**src/rtl/decode_pkg.sv**
```systemverilog
// decode_pkg: shared opcode map, field positions and decoded-instruction record
package decode_pkg;

    localparam int XLEN  = 32;
    localparam int REG_W = 5;
    localparam int OFF_W = 13;

    localparam int OP_LSB  = 0;
    localparam int RD_LSB  = 4;
    localparam int RA_LSB  = 9;
    localparam int RB_LSB  = 14;
    localparam int OFF_LSB = 19;

    localparam logic [3:0] OP_ADD  = 4'h0;
    localparam logic [3:0] OP_SUB  = 4'h1;
    localparam logic [3:0] OP_AND  = 4'h2;
    localparam logic [3:0] OP_OR   = 4'h3;
    localparam logic [3:0] OP_XOR  = 4'h4;
    localparam logic [3:0] OP_SLT  = 4'h5;
    localparam logic [3:0] OP_ADDI = 4'h6;
    localparam logic [3:0] OP_LW   = 4'h7;
    localparam logic [3:0] OP_SW   = 4'h8;
    localparam logic [3:0] OP_BEQ  = 4'h9;
    localparam logic [3:0] OP_BNE  = 4'hA;
    localparam logic [3:0] OP_JAL  = 4'hB;
    localparam logic [3:0] OP_NOP  = 4'hF;

    typedef struct packed {
        logic [3:0]       opcode;
        logic [REG_W-1:0] reg_d;
        logic [REG_W-1:0] reg_a;
        logic [REG_W-1:0] reg_b;
        logic [OFF_W-1:0] offset;
        logic [XLEN-1:0]  imm;
        logic             is_alu;
        logic             uses_imm;
        logic             is_load;
        logic             is_store;
        logic             is_branch;
        logic             is_jump;
        logic             reg_write;
        logic             illegal;
    } decoded_t;

endpackage

```
**src/rtl/decode_instruction_fields.sv**
```systemverilog
// decode_instruction_fields: combinational field slicing, sign extension and opcode-to-flag table
module decode_instruction_fields
    import decode_pkg::*;
(
    input  logic [XLEN-1:0] instruction,
    output decoded_t        dec
);

    logic [3:0] op;

    assign op = instruction[OP_LSB +: 4];

    // slice fields independently of opcode and derive the class flags
    always_comb begin
        dec           = '0;
        dec.opcode    = op;
        dec.reg_d     = instruction[RD_LSB +: REG_W];
        dec.reg_a     = instruction[RA_LSB +: REG_W];
        dec.reg_b     = instruction[RB_LSB +: REG_W];
        dec.offset    = instruction[OFF_LSB +: OFF_W];
        dec.imm       = {{(XLEN-OFF_W){instruction[XLEN-1]}}, instruction[OFF_LSB +: OFF_W]};
        dec.is_alu    = op <= OP_SLT;
        dec.uses_imm  = op == OP_ADDI || op == OP_LW || op == OP_SW;
        dec.is_load   = op == OP_LW;
        dec.is_store  = op == OP_SW;
        dec.is_branch = op == OP_BEQ || op == OP_BNE;
        dec.is_jump   = op == OP_JAL;
        dec.reg_write = op <= OP_LW || op == OP_JAL;
        dec.illegal   = op > OP_JAL && op != OP_NOP;
    end

endmodule

```
**src/rtl/decode_instruction.sv**
```systemverilog
// decode_instruction: registered instruction decode stage with valid qualification
module decode_instruction
    import decode_pkg::*;
(
    input  logic        clk,
    input  logic        rst_n,
    input  logic        in_valid,
    input  logic [31:0] instruction,
    output logic        out_valid,
    output logic [3:0]  opcode,
    output logic [4:0]  reg_d,
    output logic [4:0]  reg_a,
    output logic [4:0]  reg_b,
    output logic [12:0] offset,
    output logic [31:0] imm,
    output logic        is_alu,
    output logic        uses_imm,
    output logic        is_load,
    output logic        is_store,
    output logic        is_branch,
    output logic        is_jump,
    output logic        reg_write,
    output logic        illegal
);

    decoded_t dec_d;
    decoded_t dec_q;
    logic     valid_q;

    decode_instruction_fields u_fields (
        .instruction (instruction),
        .dec         (dec_d)
    );

    // capture a new decode only on valid input; fields hold while idle
    always_ff @(posedge clk or negedge rst_n) begin
        if (!rst_n) begin
            dec_q   <= '0;
            valid_q <= 1'b0;
        end else begin
            valid_q <= in_valid;
            if (in_valid) dec_q <= dec_d;
        end
    end

    assign out_valid = valid_q;
    assign opcode    = dec_q.opcode;
    assign reg_d     = dec_q.reg_d;
    assign reg_a     = dec_q.reg_a;
    assign reg_b     = dec_q.reg_b;
    assign offset    = dec_q.offset;
    assign imm       = dec_q.imm;
    assign is_alu    = dec_q.is_alu;
    assign uses_imm  = dec_q.uses_imm;
    assign is_load   = dec_q.is_load;
    assign is_store  = dec_q.is_store;
    assign is_branch = dec_q.is_branch;
    assign is_jump   = dec_q.is_jump;
    assign reg_write = dec_q.reg_write;
    assign illegal   = dec_q.illegal;

endmodule

```
**config.mk**
```make
export PLATFORM = sky130hd
export DESIGN_NAME = decode_instruction
export DESIGN_NICKNAME = d
export VERILOG_FILES = /design/src/rtl/decode_pkg.sv /design/src/rtl/decode_instruction_fields.sv /design/src/rtl/decode_instruction.sv
export SDC_FILE = /design/constraint.sdc
export NUM_CORES = 1
export LEC_CHECK = 0
export CAP_MARGIN = 20
export CORE_AREA = 3 3 100 102
export DETAILED_ROUTE_END_ITERATION = 10
export DIE_AREA = 0 0 103 105
export PLACE_DENSITY_LB_ADDON = 0.12
export SLEW_MARGIN = 5
export SYNTH_ARGS = -nofsm -noshare
export SYNTH_HDL_FRONTEND = slang
export SYNTH_HIERARCHICAL = 1
export SYNTH_SLANG_ARGS = --single-unit
```
**constraint.sdc**
```tcl
create_clock -name clk -period 2.6 [get_ports clk]
set_clock_uncertainty 0.15 [all_clocks]
set_input_delay 0.26 -clock clk [delete_from_list [all_inputs] [get_ports clk]]
set_output_delay 0.26 -clock clk [all_outputs]
set_load 0.005 [all_outputs]
```
==> flow_summary.ini <==
[clock_tree]
cts_max_level = 3
clock_path_buffers = 2
cts_root_buffer = clkbuf_8
cts_resized = 0
cts.clk_slew.worst_paths_ns = 0.08
clkLatencyLatePin_ns = 0.33
cts_tree = built
numCtsBuffers = 9
numClockSinks = 73

[power]
cellLeakagePower_uw = 0.00202
max-vdd-ir-drop_mv = 0.250
p_per_area_nw_per_um2 = 595

[critical_path]
crit_slowest_cell = clkdlybuf4s50_1
start_kind = flop
required_ns = 2.19
arrival_ns = 1.22
critPathTopFamily = buffers and inverters
crit_chain = clkdlybuf4s50_1
end_kind = output port
rrSetupSlack_ns = 1.67
r2r-end = imm[25]
cp_max_fo = 2
cpPeakStageDelay_ns = 0.53
critPathBufInv = 1
r2r-start = imm[25]
crit_type = flop to output port
rr_worst_depth = 1

[synth]
synth_top_area_cell = dfrtp_1
synth.distinct_cells = 17
yosys_warnings = 6
synth_cells = 229
synth_area_leaders = dfrtp_1, mux2_4, buf_4, buf_12, nor4b_4
synth-main-ff-cell = dfrtp_1
ys_async_sr_fraction = 1.00
synth.cells.most_frequent = dfrtp_1, mux2_4, buf_4
syn_area_per_cell_sq_um = 15.8
yosysSeqAreaShare = 0.504
synth-edff-count = 0
synth_area_sq_um = 3620
synth_fp_nets = 264
synth_most_common_cell = dfrtp_1
synth_top_cell_area_share = 0.504
ys_ff_latch = 73

[timing]
finalCriticalPeriod_ns = 1.63
rsz0062_at_grt = false
timing.hold.ws_ns = 0.354
hold_viol = 0
worst_slew_pin_slew_ns = 0.940
slew_viol_final = 0
setup_violations = 0
fmax_mhz = 612
fin_tns_setup_ns = 0
max_slew_margin = 0.373
fin_ws_ns = 0.966
fin_crit_sh = 0.628

[drt]
drt_iter0_markers = 20
num_vias = 1734
drc = 0
viasPerCell = 4.39
ant_nets = 0
drt_wl_total_um = 6200
wl_per_cell_um = 15.7
drt_first_pass_iters = 4

[global_route]
grt_first_pass_wirelength_um = 9720
grt_util_all_layers = 0.116
grt_pass1_vias = 1857
gr-total-overflow = 0
antenna_found_initial = 0
grt_max_degree = 74

[placed_design]
dp.cells = 379
dp_hpwl_um = 3960
place_ws_ns = 0.783
io_buffers = 107
dpl-instance-area_sq_um = 4240
routabilityCongestion = 0.637

[final_layout]
fillers = 840
drive_gt1_frac = 0.331
design_area_sq_um = 4410
fin_cells = 395
area_growth_pct = 21.7
nets = 315
n_antenna_cell = 0

[die]
die_x_um = 103
die_y_um = 105
core-area_sq_um = 9200
start_util = 0.394
rows = 35
boundaryPins = 108
dieArea_sq_um = 10800

[outcome]
outcome = finished, final reports clean

[min_path]
holdPathEnd = imm[29]
min_from = in_valid
hp-class = primary input to flop
hold-path-cell-count = 2

[run]
maxCapViolations = 0
metal layers:
layer	vias up	track usage	share of wire
met5	-	0	0
met4	0	0.0500	0.015
met2	71	0.163	0.42
li1	805	-	-
met1	850	0.159	0.48
met3	8	0.0454	0.087
power by group:
group,switching [uW],internal (uW),total [uW]
Clock,399,361,760
Combinational,162,394,556
Sequential,60.4,1240,1310
Total,622,2000,2620
final cells by class:
cell class / instances / area, sq um / area share
Clock buffer: 11 / 141 / 0.0321
Clock inverter: 4 / 20.0 / 0.00454
Inverter: 1 / 3.75 / 0.000852
Multi-Input combinational cell: 83 / 1160 / 0.263
Sequential cell: 73 / 1830 / 0.414
Tap cell: 111 / 139 / 0.0315
Timing Repair Buffer: 112 / 1120 / 0.254
how the worst max path moves through the flow:
| stage | startpoint | endpoint | slack, ns | cells after the start |
|---|---|---|---|---|
| final | opcode[3] | opcode[3] | 0.97 | 1 |
| after global routing | is_branch | is_branch | 0.90 | 1 |
| after CTS | is_branch | is_branch | 0.93 | 1 |
| after detailed placement | instruction[31] | imm[24] | 0.78 | 2 |
| after global placement | instruction[31] | offset[12] | 0.82 | 2 |
| after floorplan | in_valid | imm[0] | 1.45 | 3 |
cell families after synthesis:
group,Yosys count,share of synthesized area
DFF,73,0.504
buffers and inverters,73,0.176
muxes,72,0.296
and+or+nand+nor,7,0.0159
AOI/OAI and AO/OA,3,0.00518
xor gates and xnor gates,1,0.00242
stage by stage:
| stage | total power [uW] | util |
|---|---|---|
| 6_report | 2620 | 0.479 |
| 5_1_grt | 2760 | 0.479 |
| 4_1_cts | 2670 | 0.479 |
| 3_5_place_dp | 1890 | 0.461 |
| 3_3_place_gp | 1890 | 0.461 |
| 2_1_floorplan | 1630 | - |
flip-flops by register name, summed over array words and instances (netlist names):
signal,cells
reg_b,5
reg_d,5
uses_imm,1
is_store,1
illegal,1
imm,32
offset,13
reg_a,5
reg_write,1
is_load,1
is_branch,1
is_alu,1
opcode,4
out_valid,1
is_jump,1
cell usage in the layout, fill, tap and decap left out:
master           synthesis  routed
nand2_2                  1       1
dfrtp_1                 73      73
nor2_1                   2       2
a21oi_1                  1       1
buf_4                   64       5
clkbuf_8                 0      10
nand2b_1                 1       1
mux2_2                   2       2
clkinv_2                 0       4
o21ai_0                  1       1
nor4b_4                  1       1
xnor2_1                  1       1
dlygate4sd3_1            0       1
nor3b_1                  1       1
and3_1                   1       1
clkbuf_1                 0       1
clkdlybuf4s50_1          0     105
buf_12                   7       1
mux2_4                  70      70
inv_1                    1       1
a31o_1                   1       1
timing repair:
| item | CTS | global route |
|---|---|---|
| setup endpoints to repair | 0 | 0 |
| endpoints found under the hold margin | 73 | 0 |
| buffers inserted | 0 | 0 |
| hold buffers | 1 | 0 |
Note: power is estimated with default switching activity, not from simulation.
